--- config.mk ---
export PLATFORM = sky130hd
export DESIGN_NAME = uart_rx
export DESIGN_NICKNAME = d
export VERILOG_FILES = /design/src/rtl/uart_pkg.sv /design/src/rtl/uart_sync.sv /design/src/rtl/uart_rx.sv
export SDC_FILE = /design/constraint.sdc
export NUM_CORES = 1
export LEC_CHECK = 0
export BUFFER_PORTS_ARGS = -buffer_cell sky130_fd_sc_hd__buf_2
export CAP_MARGIN = 30
export CORE_MARGIN = 3
export CORE_UTILIZATION = 25
export DETAILED_ROUTE_END_ITERATION = 8
export GPL_ROUTABILITY_DRIVEN = 0
export PLACE_DENSITY_LB_ADDON = 0.05
export SKIP_CTS_REPAIR_TIMING = 1
export SLEW_MARGIN = 20
export SYNTH_ARGS = -nofsm -noshare
export SYNTH_HDL_FRONTEND = slang
export SYNTH_SLANG_ARGS = --single-unit
--- constraint.sdc ---
create_clock -name clk -period 2.2 [get_ports clk]
set_clock_uncertainty 0.05 [all_clocks]
set_input_delay 0.11 -clock clk [delete_from_list [all_inputs] [get_ports clk]]
set_output_delay 0.11 -clock clk [all_outputs]
set_load 0.02 [all_outputs]
--- src/rtl/uart_pkg.sv ---
// -----------------------------------------------------------------------------
// uart_pkg
//   Definitions shared by the UART transmit and receive blocks: the receiver
//   state encoding and the default frame-format constants.  Both ends of the
//   link must use the same frame format, so the defaults live here.
// -----------------------------------------------------------------------------
package uart_pkg;

    // Default frame format: 8 data bits, 2 stop bits, 50 MHz / 115200 baud.
    localparam int UART_DATA_WIDTH   = 8;
    localparam int UART_STOP_BITS    = 2;
    localparam int UART_CLKS_PER_BIT = 434;

    // Receiver FSM states.
    typedef enum logic [2:0] {
        IDLE  = 3'd0,
        START = 3'd1,
        DATA  = 3'd2,
        STOP  = 3'd3,
        BREAK = 3'd4
    } rx_state_t;

endpackage : uart_pkg

--- src/rtl/uart_sync.sv ---
// -----------------------------------------------------------------------------
// uart_sync
//   Two-flop synchronizer that brings an asynchronous single-bit input into
//   the clk domain.  Both flops are forced to RST_VAL by reset so that the
//   synchronized output starts at a known, inactive level.
//
// Ports
//   clk  in  1  sampling clock
//   rst  in  1  asynchronous, active-high reset
//   i_d  in  1  asynchronous input
//   o_q  out 1  synchronized output (two clk cycles of latency)
// -----------------------------------------------------------------------------
module uart_sync #(
    parameter logic RST_VAL = 1'b1
) (
    input  logic clk,
    input  logic rst,
    input  logic i_d,
    output logic o_q
);

    logic r_meta;
    logic r_sync;

    always_ff @(posedge clk or posedge rst) begin
        if (rst) begin
            r_meta <= RST_VAL;
            r_sync <= RST_VAL;
        end else begin
            r_meta <= i_d;
            r_sync <= r_meta;
        end
    end

    assign o_q = r_sync;

endmodule : uart_sync

--- src/rtl/uart_rx.sv ---
// -----------------------------------------------------------------------------
// uart_rx
//   Asynchronous serial receiver.  Synchronizes the RXin line, detects a start
//   bit, samples dataWidth data bits (LSB first) at mid-bit and checks
//   stopBits stop bits.  Each completed frame updates dataOut and produces a
//   single-cycle valid pulse (good frame) or frameErr pulse (a stop bit was 0).
//
// Ports
//   clk       in   1          single clock, rising edge
//   rst       in   1          asynchronous, active-high reset
//   RXin      in   1          serial line, idle high, asynchronous to clk
//   dataOut   out  dataWidth  last received word, held until the next frame
//   valid     out  1          1-cycle pulse: good frame, dataOut updated
//   frameErr  out  1          1-cycle pulse: bad stop bit, dataOut updated
//   busy      out  1          high while a frame is being received
// -----------------------------------------------------------------------------
module uart_rx
    import uart_pkg::*;
#(
    parameter int dataWidth  = UART_DATA_WIDTH,
    parameter int stopBits   = UART_STOP_BITS,
    parameter int clksPerBit = UART_CLKS_PER_BIT
) (
    input  logic                 clk,
    input  logic                 rst,
    input  logic                 RXin,
    output logic [dataWidth-1:0] dataOut,
    output logic                 valid,
    output logic                 frameErr,
    output logic                 busy
);

    localparam int CNT_W = $clog2(clksPerBit);
    localparam int IDX_W = $clog2(dataWidth + 1);

    localparam logic [CNT_W-1:0] HALF_BIT_LAST = CNT_W'(clksPerBit / 2 - 1);
    localparam logic [CNT_W-1:0] BIT_LAST      = CNT_W'(clksPerBit - 1);
    localparam logic [IDX_W-1:0] DATA_LAST     = IDX_W'(dataWidth - 1);
    localparam logic [IDX_W-1:0] STOP_LAST     = IDX_W'(stopBits - 1);

    logic                 w_rx_s;
    rx_state_t            r_state;
    logic [CNT_W-1:0]     r_cnt;
    logic [IDX_W-1:0]     r_idx;
    logic [dataWidth-1:0] r_shift;
    logic                 r_err;
    logic [dataWidth-1:0] r_data;
    logic                 r_valid;
    logic                 r_frame_err;
    logic                 r_busy;

    // Line idles high, so the synchronizer resets to 1 to avoid a false start.
    uart_sync #(
        .RST_VAL (1'b1)
    ) u_sync (
        .clk (clk),
        .rst (rst),
        .i_d (RXin),
        .o_q (w_rx_s)
    );

    always_ff @(posedge clk or posedge rst) begin
        if (rst) begin
            r_state     <= IDLE;
            r_cnt       <= '0;
            r_idx       <= '0;
            r_shift     <= '0;
            r_err       <= 1'b0;
            r_data      <= '0;
            r_valid     <= 1'b0;
            r_frame_err <= 1'b0;
            r_busy      <= 1'b0;
        end else begin
            r_valid     <= 1'b0;
            r_frame_err <= 1'b0;

            case (r_state)
                IDLE: begin
                    r_cnt <= '0;
                    if (!w_rx_s) begin
                        r_state <= START;
                        r_busy  <= 1'b1;
                    end
                end

                // Re-check the line half a bit in: a high level means the
                // falling edge was a glitch, not a start bit.
                START: begin
                    if (r_cnt == HALF_BIT_LAST) begin
                        r_cnt <= '0;
                        r_idx <= '0;
                        if (w_rx_s) begin
                            r_state <= IDLE;
                            r_busy  <= 1'b0;
                        end else begin
                            r_state <= DATA;
                        end
                    end else begin
                        r_cnt <= r_cnt + 1'b1;
                    end
                end

                // Shifting in from the top leaves bit 0 (first received) in
                // the LSB after dataWidth samples.
                DATA: begin
                    if (r_cnt == BIT_LAST) begin
                        r_cnt   <= '0;
                        r_shift <= {w_rx_s, r_shift[dataWidth-1:1]};
                        if (r_idx == DATA_LAST) begin
                            r_idx   <= '0;
                            r_err   <= 1'b0;
                            r_state <= STOP;
                        end else begin
                            r_idx <= r_idx + 1'b1;
                        end
                    end else begin
                        r_cnt <= r_cnt + 1'b1;
                    end
                end

                // Finishing at mid last stop bit leaves half a bit of margin
                // to catch a back-to-back start edge from IDLE.
                STOP: begin
                    if (r_cnt == BIT_LAST) begin
                        r_cnt <= '0;
                        if (r_idx == STOP_LAST) begin
                            r_idx  <= '0;
                            r_data <= r_shift;
                            r_busy <= 1'b0;
                            if (r_err || !w_rx_s) begin
                                r_frame_err <= 1'b1;
                                r_state     <= BREAK;
                            end else begin
                                r_valid <= 1'b1;
                                r_state <= IDLE;
                            end
                        end else begin
                            r_idx <= r_idx + 1'b1;
                            r_err <= r_err | ~w_rx_s;
                        end
                    end else begin
                        r_cnt <= r_cnt + 1'b1;
                    end
                end

                // A line held low after a bad frame must not look like a
                // stream of start bits; wait for it to return high.
                BREAK: begin
                    r_cnt <= '0;
                    if (w_rx_s) begin
                        r_state <= IDLE;
                    end
                end

                default: begin
                    r_state <= IDLE;
                    r_busy  <= 1'b0;
                end
            endcase
        end
    end

    assign dataOut  = r_data;
    assign valid    = r_valid;
    assign frameErr = r_frame_err;
    assign busy     = r_busy;

endmodule : uart_rx

==> impl_metrics.yaml, run 1 <==
outcome:
  status: "completed"
floorplanning:
  io_pins: 14
  std_cell_rows: 32
  dieWidth_um: 96.7
  die-area_um2: 9360
  start_util: 0.262
  die_h_um: 96.7
  core_area_um2: 7850
worst_setup_path:
  critPathRequiredTime_ns: 2.33
  max_stage_delay_ns: 0.51
  crit_slowest_cell: "nor4b_2"
  worst-path-buf-inv: 2
  cpLargestDelayFamily: "simple AND/OR/NAND/NOR gates"
  path_cells: "inv_1 -> ha_1 -> inv_1 -> nor4b_2 -> nand2_4 -> mux2_4"
  worstPathMaxFanout: 9
  setup.worst_path.start_class: "flip-flop"
  cp-end-kind: "flip-flop"
  crit_type: "flip-flop to flip-flop"
  critical_path.most_common_cell: "inv_1"
  cp.arrival_ns: 2.10
sta:
  slew_headroom: 0.643
  timing.fmax_ghz: 0.508
  setup_viol: 0
  rsz0062_at_grt: "no"
  holdWs_ns: 0.310
  tightest_slew_ns: 0.536
  min_period_ns: 1.97
  hold_viol_final: 0
  finalMaxSlewViolations: 0
  finalWorstSetupSlack_ns: 0.233
  setup_tns_ns: 0
  post-route-period-util: 0.894
clock_tree:
  clockBufferDepth: 2
  clk_pin_slew_worst_paths_ns: 0.08
  cts_root_buf: "clkbuf_8"
  htreeDepth: 2
  clock-sinks: 38
  cts_buffers: 5
  clkLatencyLatePin_ns: 0.30
  cts_tree: "done"
drt:
  ant_nets: 0
  wl_um: 4730
  dr.pass1.iters: 4
  num_vias: 1517
  drt_iter0_markers: 69
  via_per_inst: 4.93
  routedWlPerCell_um: 15.4
  drc: 0
synth:
  avgSynthCellArea_um2: 11.2
  synth_warnings: 0
  synth_most_common_cell: "dfrtp_1"
  yosys_register_bits: 38
  synth_edf_count: 0
  yosys_most_used_dff: "dfrtp_1"
  synth.distinct_cells: 54
  synthTopCellsByArea: "dfrtp_1 44%, mux2_4 5.8%, mux2_2 4.4%, o21ai_0 3.4%, ha_1 3.0%"
  syn_nets: 192
  yosys.area.top_type: "dfrtp_1"
  yosysTopAreaCellShare: 0.438
  netlist_area_um2: 2060
  synthTopCellsByCount: "36 x dfrtp_1, 14 x o21ai_0, 12 x nand2_1, 10 x inv_1, 9 x nand3_1"
  synth-seq-area-share: 0.463
  synthArstFlopShare: 1.00
  syn_inst: 184
placement:
  dp_hpwl_um: 3490
  io_buffers: 13
  dpl_cell_area_um2: 2260
  preCtsSetupSlack_ns: 0.223
global_route:
  grt_pass1_wl_um: 8160
  grt_max_degree: 39
  grtUsageTotal: 0.108
  grt_pass1_vias: 1499
  grt_overflow: 0
  antenna_found_initial: 0
job:
  max_cap_viol_count: 0
pwr:
  p_leak_nw: 1.08
  p_total_mw: 1.45
  internal_power_mw: 1.16
  irDropWorstVdd_mv: 0.304
  combPwrFrac: 0.016
  power.density_nw_per_um2: 597
  seqPwrFrac: 0.487
  switching_power_mw: 0.284
  power_frac_clock: 0.498
  switching_share: 0.197
cells_and_area:
  n_antenna_cell: 0
  syn2layout_area_growth_pct: 17.7
  drive_gt1_frac: 0.286
  stdcell_area_um2: 2420
  fill_cells: 828
  final_nets: 213
worst_hold_path:
  hold_class: "flip-flop to flip-flop"
worst paths after layout:
kind / start / endpoint / slack [ns] / cells after the start
min in group asynchronous: rst / r_cnt[7] / 0.42 / 4
setup reg to reg: r_idx[1] / dataOut[5] / 0.23 / 6
hold / removal: u_sync.r_meta / u_sync.o_q / 0.31 / 0
max in group asynchronous: rst / u_sync.r_meta / 1.31 / 4
setup / recovery: r_idx[1] / dataOut[5] / 0.23 / 6
hold reg to reg: u_sync.r_meta / u_sync.o_q / 0.31 / 0
registers in the layout (all words and copies together) (netlist names):
name / flops
dataOut: 8
busy: 1
frameErr: 1
u_sync.r_meta: 1
u_sync.o_q: 1
r_state: 3
r_idx: 4
r_cnt: 9
r_shift: 8
valid: 1
r_err: 1
worst register-to-register path: stages (launching register included):
cell	delay, ns
dfrtp_1	0.43
inv_1	0.07
ha_1	0.17
inv_1	0.07
nor4b_2	0.51
nand2_4	0.22
mux2_4	0.34
through the flow:
step / instances / util
after global placement: 298 / 0.289
final: 308 / 0.309
after CTS: 306 / 0.306
after global routing: 308 / 0.309
after floorplan: 184 / -
after detailed placement: 298 / 0.289
per-layer routing:
metal  routed length, µm  GRT usage  vias up  part of all wire
li1                    -          -      727                 -
met1                2360      0.151      748              0.50
met2                2110      0.163       37              0.45
met3                 196     0.0274        5             0.041
met4                  66     0.0346        0             0.014
met5                   0          0        -                 0
power by group through the flow:
stage               Sequential [mW]  Combinational, mW  Clock [mW]
global placement              0.718             0.0214           0
floorplan                     0.716             0.0131           0
finish                        0.704             0.0226       0.720
global route                  0.704             0.0278       0.787
CTS                           0.704             0.0220       0.760
detailed placement            0.718             0.0220           0
layout by cell type (no fill, tap or decap), types with 6 or more instances in the layout:
cell type  Yosys  layout
dfrtp_1       36      36
o21ai_0       14      14
buf_2          0      13
nand2_1       12      12
inv_1         10      10
nand3_1        9       9
mux2_2         8       8
mux2_4         8       8
nor2_1         6       6
logic make-up (layout without fill, tap and decap cells):
kind of cell / after synthesis / after routing / synth area share
AO/OA/AOI/OAI: 45 / 45 / 0.153
adder cells (fa/ha/maj): 5 / 5 / 0.0304
buffers and inverters: 16 / 38 / 0.0298
flip-flops: 38 / 38 / 0.463
multiplexers: 16 / 16 / 0.102
AND/OR/NAND/NOR: 64 / 64 / 0.221
area by class of cell:
type,count,area (µm²),area share
multi-input combinational,130,1040,0.431
sequential,38,953,0.394
tap,102,128,0.0527
clock buffer,5,68.8,0.0284
timing repair buffer,20,123,0.0506
clock inverter,3,68.8,0.0284
inverter,10,37.5,0.0155
Note: power is estimated with default switching activity, not from simulation.
==> inputs of run 2 (changes only) <==
--- a/config.mk
+++ b/config.mk
@@ -9,5 +9,5 @@
 export CAP_MARGIN = 30
 export CORE_MARGIN = 3
-export CORE_UTILIZATION = 25
+export CORE_UTILIZATION = 59
 export DETAILED_ROUTE_END_ITERATION = 8
 export GPL_ROUTABILITY_DRIVEN = 0
==> constraint.sdc (replaced) <==
create_clock -name clk -period 2.2 [get_ports clk]
set_clock_uncertainty 0.05 [all_clocks]
set_input_delay 0.33 -clock clk [delete_from_list [all_inputs] [get_ports clk]]
set_output_delay 0.33 -clock clk [all_outputs]
set_load 0.02 [all_outputs]
==> run 2 against run 1 <==
Clock power down 33%; via count down 0.92%; combinational power down 15%; largest power group is now sequential cells; critical path type unchanged; critical endpoint is now dataOut[1].
==> impl_metrics.yaml, run 2 (same netlist as run 1, synthesis figures left out) <==
cells_and_area:
  fill_cells: 241
  final_cell_mix: "36 x dfrtp_1, 14 x o21ai_0, 13 x buf_2, 12 x nand2_1, 10 x inv_1"
  drive_gt1_frac: 0.286
  largest_reg_flops: 9
  stdcell_count: 247
  regArea_um2: 953
  stdcell_area_um2: 2270
  syn2layout_area_growth_pct: 10.2
  multi_input_area_um2: 1040
  largest_register: "r_cnt"
  final_common_cell: "dfrtp_1"
  final_nets: 210
  n_antenna_cell: 0
  fin_util: 0.713
drt:
  num_vias: 1503
  routedWlPerCell_um: 15.4
  drt_iter0_markers: 69
  drc: 0
  dr.pass1.iters: 4
  ant_nets: 0
  wl_um: 3800
  via_per_inst: 6.09
worst_setup_path:
  cp.depth: 6
  max_stage_delay_ns: 0.49
  cp.arrival_ns: 2.13
  cp-end-kind: "flip-flop"
  path_cells: "inv_1 -> ha_1 -> inv_1 -> nor4b_2 -> nand2_4 -> mux2_4"
  crit_type: "flip-flop to flip-flop"
  worstPathMaxFanout: 9
  worst-path-buf-inv: 2
  r2r_cells: 6
  critical_path.most_common_cell: "inv_1"
  cpLargestDelayFamily: "simple AND/OR/NAND/NOR gates"
  critPathRequiredTime_ns: 2.40
  setup.worst_path.start_class: "flip-flop"
  crit_slowest_cell: "nor4b_2"
clock_tree:
  cts_buffers: 5
  htreeDepth: 2
  cts_tree: "done"
  clk_pin_slew_worst_paths_ns: 0.13
  cts_root_buf: "clkbuf_4"
  clkLatencyLatePin_ns: 0.34
  clock-sinks: 38
  clockBufferDepth: 2
placement:
  dp_hpwl_um: 2770
  dpl_cell_area_um2: 2180
  io_buffers: 13
  preCtsSetupSlack_ns: 0.275
  place_inst: 239
global_route:
  grt_overflow: 0
  antenna_found_initial: 0
  grtUsageTotal: 0.208
  grt_pass1_wl_um: 6780
  grt_max_degree: 39
  grt_pass1_vias: 1461
sta:
  finalMaxSlewViolations: 0
  slew_headroom: 0.666
  post-route-period-util: 0.876
  min_period_ns: 1.93
  setup_viol: 0
  setup_tns_ns: 0
  hold_viol_final: 0
  holdWs_ns: 0.0120
  timing.fmax_ghz: 0.519
  rsz0062_at_grt: "no"
  tightest_slew_ns: 0.500
  finalWorstSetupSlack_ns: 0.274
pwr:
  switching_power_mw: 0.260
  p_total_mw: 1.20
  seqPwrFrac: 0.585
  power_frac_clock: 0.399
  switching_share: 0.216
  combPwrFrac: 0.016
  p_leak_nw: 1.04
  internal_power_mw: 0.944
  power.density_nw_per_um2: 531
  irDropWorstVdd_mv: 0.390
floorplanning:
  core_area_um2: 3180
  start_util: 0.648
  die_h_um: 65.1
  io_pins: 14
  dieWidth_um: 65.1
  std_cell_rows: 20
  die-area_um2: 4230
outcome:
  status: "completed"
worst_hold_path:
  hold_class: "primary input to asynchronous set/reset pin"
job:
  max_cap_viol_count: 0
-- run 2: final timing paths --
kind,endpoint,slack (ns),start
setup / recovery,dataOut[1],0.27,r_idx[1]
hold / removal,dataOut[0],0.01,rst
setup reg to reg,dataOut[1],0.27,r_idx[1]
hold reg to reg,u_sync.o_q,0.31,u_sync.r_meta
max in group asynchronous,u_sync.r_meta,1.72,rst
min in group clk,u_sync.r_meta,0.03,RXin
-- run 2: metal layers --
| metal | share of wire | global-route usage | up-vias |
|---|---|---|---|
| met1 | 0.47 | 0.284 | 734 |
| met3 | 0.058 | 0.0468 | 4 |
| met5 | 0 | 0 | - |
| met4 | 0.010 | 0.0829 | 0 |
| met2 | 0.46 | 0.321 | 42 |
| li1 | - | - | 723 |
-- run 2: cell type report --
cell class                      instances  share of cell area
Clock buffer                            5              0.0166
Clock inverter                          3              0.0199
Inverter                               10              0.0166
Multi-Input combinational cell        130               0.460
Sequential cell                        38               0.421
Tap cell                               44              0.0243
Timing Repair Buffer                   17              0.0419
-- run 2: power by group through the flow --
stage | logic (mW) | registers [mW] | clock network, mW
6_report | 0.0191 | 0.704 | 0.481
4_1_cts | 0.0207 | 0.704 | 0.492
2_1_floorplan | 0.0131 | 0.716 | 0
5_1_grt | 0.0235 | 0.705 | 0.530
3_3_place_gp | 0.0194 | 0.717 | 0
3_5_place_dp | 0.0207 | 0.718 | 0
-- run 2: worst register-to-register path, stage by stage (launching register included) --
cell	delay, ns
dfrtp_1	0.44
inv_1	0.07
ha_1	0.17
inv_1	0.07
nor4b_2	0.49
nand2_4	0.21
mux2_4	0.34
